File: src/rtl/spi_flash_sequencer.sv
// -----------------------------------------------------------------------------
// spi_flash_sequencer
//   Shares the SPI transfer engine between two requesters (A = CPU command
//   port, B = boot/prefetch loader). For each granted request it writes
//   opcode + 24-bit address into the TX buffer, runs a 4-byte write transfer,
//   then a read transfer of the requested length, and releases chip select.
//
// Ports
//   FastClk, Reset            clock, synchronous active-high reset
//   ReqX/ReqXOpcode/Addr/Len  request + parameters from requester A / B
//   GrantX, DoneX, Error      ownership, one-cycle completion, start-failure flag
//   EngTxWrite/Addr/Data      TX buffer write port of the engine
//   EngLen, EngMode, EngCs    engine transfer setup and flash chip select
//   EngStart, EngBusy         engine start pulse / busy status
// -----------------------------------------------------------------------------
module spi_flash_sequencer #(
   parameter int START_TIMEOUT = 15
) (
   input  logic        FastClk,
   input  logic        Reset,
   input  logic        ReqA,
   input  logic [7:0]  ReqAOpcode,
   input  logic [23:0] ReqAAddr,
   input  logic [8:0]  ReqALen,
   input  logic        ReqB,
   input  logic [7:0]  ReqBOpcode,
   input  logic [23:0] ReqBAddr,
   input  logic [8:0]  ReqBLen,
   output logic        GrantA,
   output logic        GrantB,
   output logic        DoneA,
   output logic        DoneB,
   output logic        Error,
   output logic        EngTxWrite,
   output logic [8:0]  EngTxAddr,
   output logic [7:0]  EngTxData,
   output logic [8:0]  EngLen,
   output logic [1:0]  EngMode,
   output logic        EngCs,
   output logic        EngStart,
   input  logic        EngBusy
);

   typedef enum logic [2:0] {
      IDLE, LOAD_TX, CMD_START, CMD_WAIT, DATA_START, DATA_WAIT, RELEASE
   } state_t;

   localparam logic [3:0] TMO_LAST = 4'(START_TIMEOUT - 1);

   state_t      r_state;
   logic        r_last_b;   // LastServed: 1 = B
   logic        r_sel_b;    // current owner: 1 = B
   logic [7:0]  r_op;
   logic [23:0] r_addr;
   logic [8:0]  r_len;
   logic [1:0]  r_idx;      // next TX byte to present
   logic [3:0]  r_cnt;      // start-timeout counter, saturating
   logic        r_seen;     // EngBusy observed since the last start

   logic        w_pick_b;
   logic        w_wait;
   logic        w_tmo;
   logic        w_fall;
   logic [7:0]  w_tx_byte;

   // B wins if it is alone, or if both ask and A was served last
   assign w_pick_b = ReqB && (!ReqA || !r_last_b);
   assign w_wait   = (r_state == CMD_WAIT) || (r_state == DATA_WAIT);
   assign w_tmo    = w_wait && !r_seen && !EngBusy && (r_cnt == TMO_LAST);
   assign w_fall   = w_wait && r_seen && !EngBusy;

   always_comb begin
      w_tx_byte = r_addr[7:0];
      case (r_idx)
         2'd1:    w_tx_byte = r_addr[23:16];
         2'd2:    w_tx_byte = r_addr[15:8];
         default: w_tx_byte = r_addr[7:0];
      endcase
   end

   // Outputs are registered: each transition loads the values the next
   // state must present.
   always_ff @(posedge FastClk) begin
      if (Reset) begin
         r_state    <= IDLE;
         r_last_b   <= 1'b1;
         r_sel_b    <= 1'b0;
         r_op       <= '0;
         r_addr     <= '0;
         r_len      <= '0;
         r_idx      <= '0;
         r_cnt      <= '0;
         r_seen     <= 1'b0;
         GrantA     <= 1'b0;
         GrantB     <= 1'b0;
         DoneA      <= 1'b0;
         DoneB      <= 1'b0;
         Error      <= 1'b0;
         EngTxWrite <= 1'b0;
         EngTxAddr  <= '0;
         EngTxData  <= '0;
         EngLen     <= '0;
         EngMode    <= '0;
         EngCs      <= 1'b0;
         EngStart   <= 1'b0;
      end else begin
         EngStart   <= 1'b0;
         EngTxWrite <= 1'b0;
         DoneA      <= 1'b0;
         DoneB      <= 1'b0;
         Error      <= 1'b0;

         case (r_state)
            IDLE: begin
               if (ReqA || ReqB) begin
                  r_sel_b    <= w_pick_b;
                  r_op       <= w_pick_b ? ReqBOpcode : ReqAOpcode;
                  r_addr     <= w_pick_b ? ReqBAddr   : ReqAAddr;
                  r_len      <= w_pick_b ? ReqBLen    : ReqALen;
                  GrantA     <= !w_pick_b;
                  GrantB     <= w_pick_b;
                  EngTxWrite <= 1'b1;
                  EngTxAddr  <= 9'd0;
                  EngTxData  <= w_pick_b ? ReqBOpcode : ReqAOpcode;
                  r_idx      <= 2'd1;
                  r_state    <= LOAD_TX;
               end
            end
            LOAD_TX: begin
               if (r_idx == 2'd0) begin
                  // all four bytes written (index wrapped)
                  EngCs    <= 1'b1;
                  EngMode  <= 2'd0;
                  EngLen   <= 9'd3;
                  EngStart <= 1'b1;
                  r_state  <= CMD_START;
               end else begin
                  EngTxWrite <= 1'b1;
                  EngTxAddr  <= {7'd0, r_idx};
                  EngTxData  <= w_tx_byte;
                  r_idx      <= r_idx + 2'd1;
               end
            end
            CMD_START, DATA_START: begin
               r_cnt   <= '0;
               r_seen  <= 1'b0;
               r_state <= (r_state == CMD_START) ? CMD_WAIT : DATA_WAIT;
            end
            CMD_WAIT, DATA_WAIT: begin
               if (!r_seen) begin
                  if (EngBusy)                r_seen <= 1'b1;
                  else if (r_cnt != TMO_LAST) r_cnt  <= r_cnt + 4'd1;
               end
            end
            RELEASE: begin
               GrantA   <= 1'b0;
               GrantB   <= 1'b0;
               r_last_b <= r_sel_b;
               r_state  <= IDLE;
            end
            default: r_state <= IDLE;
         endcase

         // command phase finished: launch the data read, CS stays asserted
         if (w_fall && r_state == CMD_WAIT) begin
            EngMode  <= 2'd1;
            EngLen   <= r_len;
            EngStart <= 1'b1;
            r_state  <= DATA_START;
         end

         // normal completion or engine never started
         if (w_tmo || (w_fall && r_state == DATA_WAIT)) begin
            EngCs   <= 1'b0;
            DoneA   <= !r_sel_b;
            DoneB   <= r_sel_b;
            Error   <= w_tmo;
            r_state <= RELEASE;
         end
      end
   end

endmodule
File: config.mk
export PLATFORM = sky130hd
export DESIGN_NAME = spi_flash_sequencer
export DESIGN_NICKNAME = d
export VERILOG_FILES = /design/src/rtl/spi_flash_sequencer.sv
export SDC_FILE = /design/constraint.sdc
export NUM_CORES = 1
export LEC_CHECK = 0
export ABC_AREA = 1
export BUFFER_PORTS_ARGS = -buffer_cell sky130_fd_sc_hd__buf_4
export CAP_MARGIN = 0
export CORE_MARGIN = 1
export CORE_UTILIZATION = 45
export DETAILED_ROUTE_END_ITERATION = 16
export PLACE_DENSITY_LB_ADDON = 0.25
export REMOVE_ABC_BUFFERS = 1
export SETUP_SLACK_MARGIN = 0.05
export SKIP_LAST_GASP = 1
export SLEW_MARGIN = 20
export SYNTH_ARGS = -nofsm -noshare
export SYNTH_HDL_FRONTEND = slang
export SYNTH_SLANG_ARGS = --single-unit
File: constraint.sdc
create_clock -name FastClk -period 1.45 [get_ports FastClk]
set_input_delay 0.145 -clock FastClk [delete_from_list [all_inputs] [get_ports FastClk]]
set_output_delay 0.145 -clock FastClk [all_outputs]
set_load 0.05 [all_outputs]
==> summary.md <==
| Metric | Value |
|---|---|
| Final ANT Viol Nets | `0` |
| Final hold viol count | `0` |
| Lkg Pwr | `between 0.002 and 0.0025 uW` |
| Max incr delay on CP | `0.38 ns` |
| Port Buffers | `114` |
| Final setup vio count | `0` |
| Vias in the first global route | `3276` |
| Clock sink count | `between 70 and 80` |
| CP delay by family, top | `flip-flops` |
| Worst Path Arrival | `1.56 ns` |
| Chip width | `89.0 um` |
| Avg Cell Area, Syn | `roughly 7.1 um2` |
| Hold/Removal Path Class | `input pin to flop` |
| FILL cells | `689` |
| Top cell by count, worst path | `nor2_1` |
| Worst reg2reg startpoint | `r_idx[1]` |
| Max clock buf depth | `2` |
| Synth Warn # | `0` |
| #FFs+latches synth | `73` |
| Outcome | `finished clean` |
| DR WL/cell | `around 13 um` |
| Cell count after synthesis | `480` |
| Num CTS Buffers | `9` |
| DRC Markers | `0` |
| H-tree depth | `3` |
| Synth area leader | `dfxtp_1` |
| CP Launch Point | `r_idx[1]` |
| Initial detailed-routing violation count | `139` |
| Critical path's slowest cell | `dfxtp_4` |
| Chip height | `89.0 um` |
| Core Footprint | `about 7300 um2` |
| Pwr Total | `8260 uW` |
| Layout cells sized above 1 | `30.0%` |
| Critical Path End | `EngTxData[5]` |
| Setup crit start kind | `flop` |
| R2R Setup Slk | `roughly 0.12 ns` |
| Cells along the critical path | `inv_2, ha_4, buf_8, nand3_1, o211ai_1, o21ai_1, nor2_1, nor2_1` |
| Pwr dens | `1770 nW/um2` |
| Final Cycle Share | `91.5%` |
| Period minus WS final | `1.33 ns` |
| Worst r2r dst | `EngTxData[5]` |
| Initial antenna violation count | `0` |
| CP Depth | `8` |
| Max VDD drop | `1.30 mV` |
| WHS | `0.0513 ns` |
| # diodes | `0` |
| Fmax | `754 MHz` |
| Slew Viols, Final | `0` |
| Critical Path Sink Type | `flop` |
| CP bufs+invs | `2` |
| Max-Cap Viols | `0` |
| TritonCTS clock tree | `built` |
| Pin count of the biggest net entering global routing | `43` |
| Cell Count, Final, Fillers Out | `~700` |
| Post-synth top area share | `a little over two fifths` |
| Net Switching | `3560 uW` |
| Hold buffer count at CTS | `0` |
| Sequential power share | `36.4%` |
| Internal power | `between 4000 and 5000 uW` |
| Post-Route WL | `approximately 9 mm` |
| Combinational Power Share | `47.0%` |
| GR Overflow Total | `0` |
| Die area | `7930 um2` |
| Clk_skew | `0.00856 ns` |
| Clock root buffer | `clkbuf_8` |
| Worst-path maximum fanout | `10` |
| Switching share of power | `43.2%` |
| HPWL after DPL | `6.52 mm` |
| Final net count | `between 600 and 700` |
| Clock transition at path regs | `approximately 0.07 ns` |
| Via count | `3654` |
| Placed Cells | `682` |
| Total GRT Usage | `24.1%` |
| Placer congestion estimate | `roughly 0.79` |
| Global-route wire length before repair | `14.6 mm` |
| Unrepaired setup endpoints after global routing | `yes` |
| Post-synthesis cell type count | `30` |
| Drt pass-1 iters | `5` |
| Post-synthesis sequential area ratio | `42.9%` |
| WP data required | `between 1.5 and 2 ns` |
| # IOs | `123` |
| Rows | `31` |
| Clock Latency Late Sink | `0.34 ns` |
| Synth area leaders | `dfxtp_1 43%, a21oi_1 13%, nand2_1 11%` |
| Initial core utilization | `46.7%` |
| Area Growth Syn to Fin | `36.6%` |
| Vias/cell | `roughly 5.2` |
| Worst Setup Path Type | `flop to flop` |
| Post-synthesis cell area | `3410 um2` |
| R2R depth | `8` |
| Clk pwr share | `16.6%` |
[per-layer routing]
metal	vias to the layer above	track usage, %	share of wire, %	routed length [um]
met5	-	0	0	0
met4	0	9.52	1.5	135
met3	11	4.62	6.1	556
met2	117	41.5	49	4470
met1	1697	29.9	44	3990
li1	1829	-	-	-
[power by group through the flow]
stage	combinational, uW	clock, uW	sequential, uW
finish	3880	1370	3010
global route	4270	1470	3080
CTS	3640	1380	2980
detailed placement	3620	0	3010
global placement	3540	0	3020
floorplan	1780	0	3540
[cell usage in the layout, fill, tap and decap left out, types with 2 or more instances in the layout]
cell type,Yosys,routed
inv_4,0,2
a21oi_1,86,86
inv_1,18,16
o211ai_1,9,9
clkinv_2,0,2
nor2_1,44,42
o21ai_0,57,49
conb_1,1,8
inv_2,5,5
nand3_1,22,21
nand2_1,102,99
nor2_2,1,3
dfxtp_2,0,6
nand2_2,2,4
buf_12,0,2
ha_2,0,2
nand4_1,3,3
dfxtp_1,73,66
clkbuf_1,11,2
o21ai_1,4,12
buf_4,10,126
clkbuf_8,0,10
nand3_2,2,3
ha_4,0,2
buf_8,0,2
buf_6,1,4
nor3_1,3,3
[state kept, by name, indices dropped and copies added (netlist names), 2 cells and up]
name       count
r_addr        24
EngLen         9
r_len          9
EngTxData      8
r_cnt          4
r_state        3
EngTxAddr      2
r_idx          2
[tightest hold or removal path: stages]
cell	delay, ns
buf_4	0.10
nand2_1	0.05
a21oi_1	0.05
[cell families after synthesis]
group	synth area share (%)
compound gates	24.0
simple gates	22.7
xor+xnor	0.257
buf+inv	8.22
fa+ha+maj	1.84
other cells	0.110
flops	42.9
[through the flow]
stage	utilization (%)	worst slack, ns	area, um2	setup TNS [ns]
6_report	63.9	0.123	4660	0
5_1_grt	63.9	-0.00245	4660	-0.00404
4_1_cts	62.3	0.0505	4550	0
3_5_place_dp	60.1	-0.00472	4380	-0.00472
3_3_place_gp	60.1	0.0851	4380	0
2_1_floorplan	-	-0.706	3240	-24.43
[cell usage after synthesis]
cell,instances
o21ai_2,1
conb_1,1
nand3_1,22
clkbuf_1,11
nor2_1,44
buf_6,1
o21ai_1,4
o21ai_0,57
inv_2,5
nor3_1,3
or2_2,1
nor2_2,1
buf_4,10
nand3b_1,1
nor2_4,1
a21oi_1,86
a31oi_1,1
buf_1,3
nand3_4,1
nand3_2,2
xnor2_1,1
buf_2,10
ha_1,5
nand2_2,2
nand2_1,102
nand4_1,3
dfxtp_1,73
o211ai_1,9
clkbuf_2,1
inv_1,18
[worst min path at each step]
stage                            start    endpoint  cells past startpoint
after floorplan                  Reset   EngLen[2]                      1
after global placement    ReqBAddr[13]  r_addr[13]                      3
after detailed placement  ReqBAddr[14]  r_addr[14]                      3
after CTS                   ReqBLen[2]    r_len[2]                      3
after global routing        ReqBLen[3]    r_len[3]                      3
final                       ReqBLen[2]    r_len[2]                      3
[repair_timing]
action,4_1_cts,5_1_grt
gates resized for setup,3,37
buffers inserted,0,2
endpoints found under the setup margin,8,64
pin swaps,0,4
[area by class of cell]
class                           instances  area [um2]  share of cell area [%]
Clock inverter                          3        17.5                   0.376
Tap cell                               99         124                    2.66
Clock buffer                           12         145                    3.12
Sequential cell                        73        1470                    31.6
Inverter                               23        91.3                    1.96
Timing Repair Buffer                  134        1060                    22.8
Multi-Input combinational cell        355        1750                    37.5
Note: power is estimated with default switching activity, not from simulation.
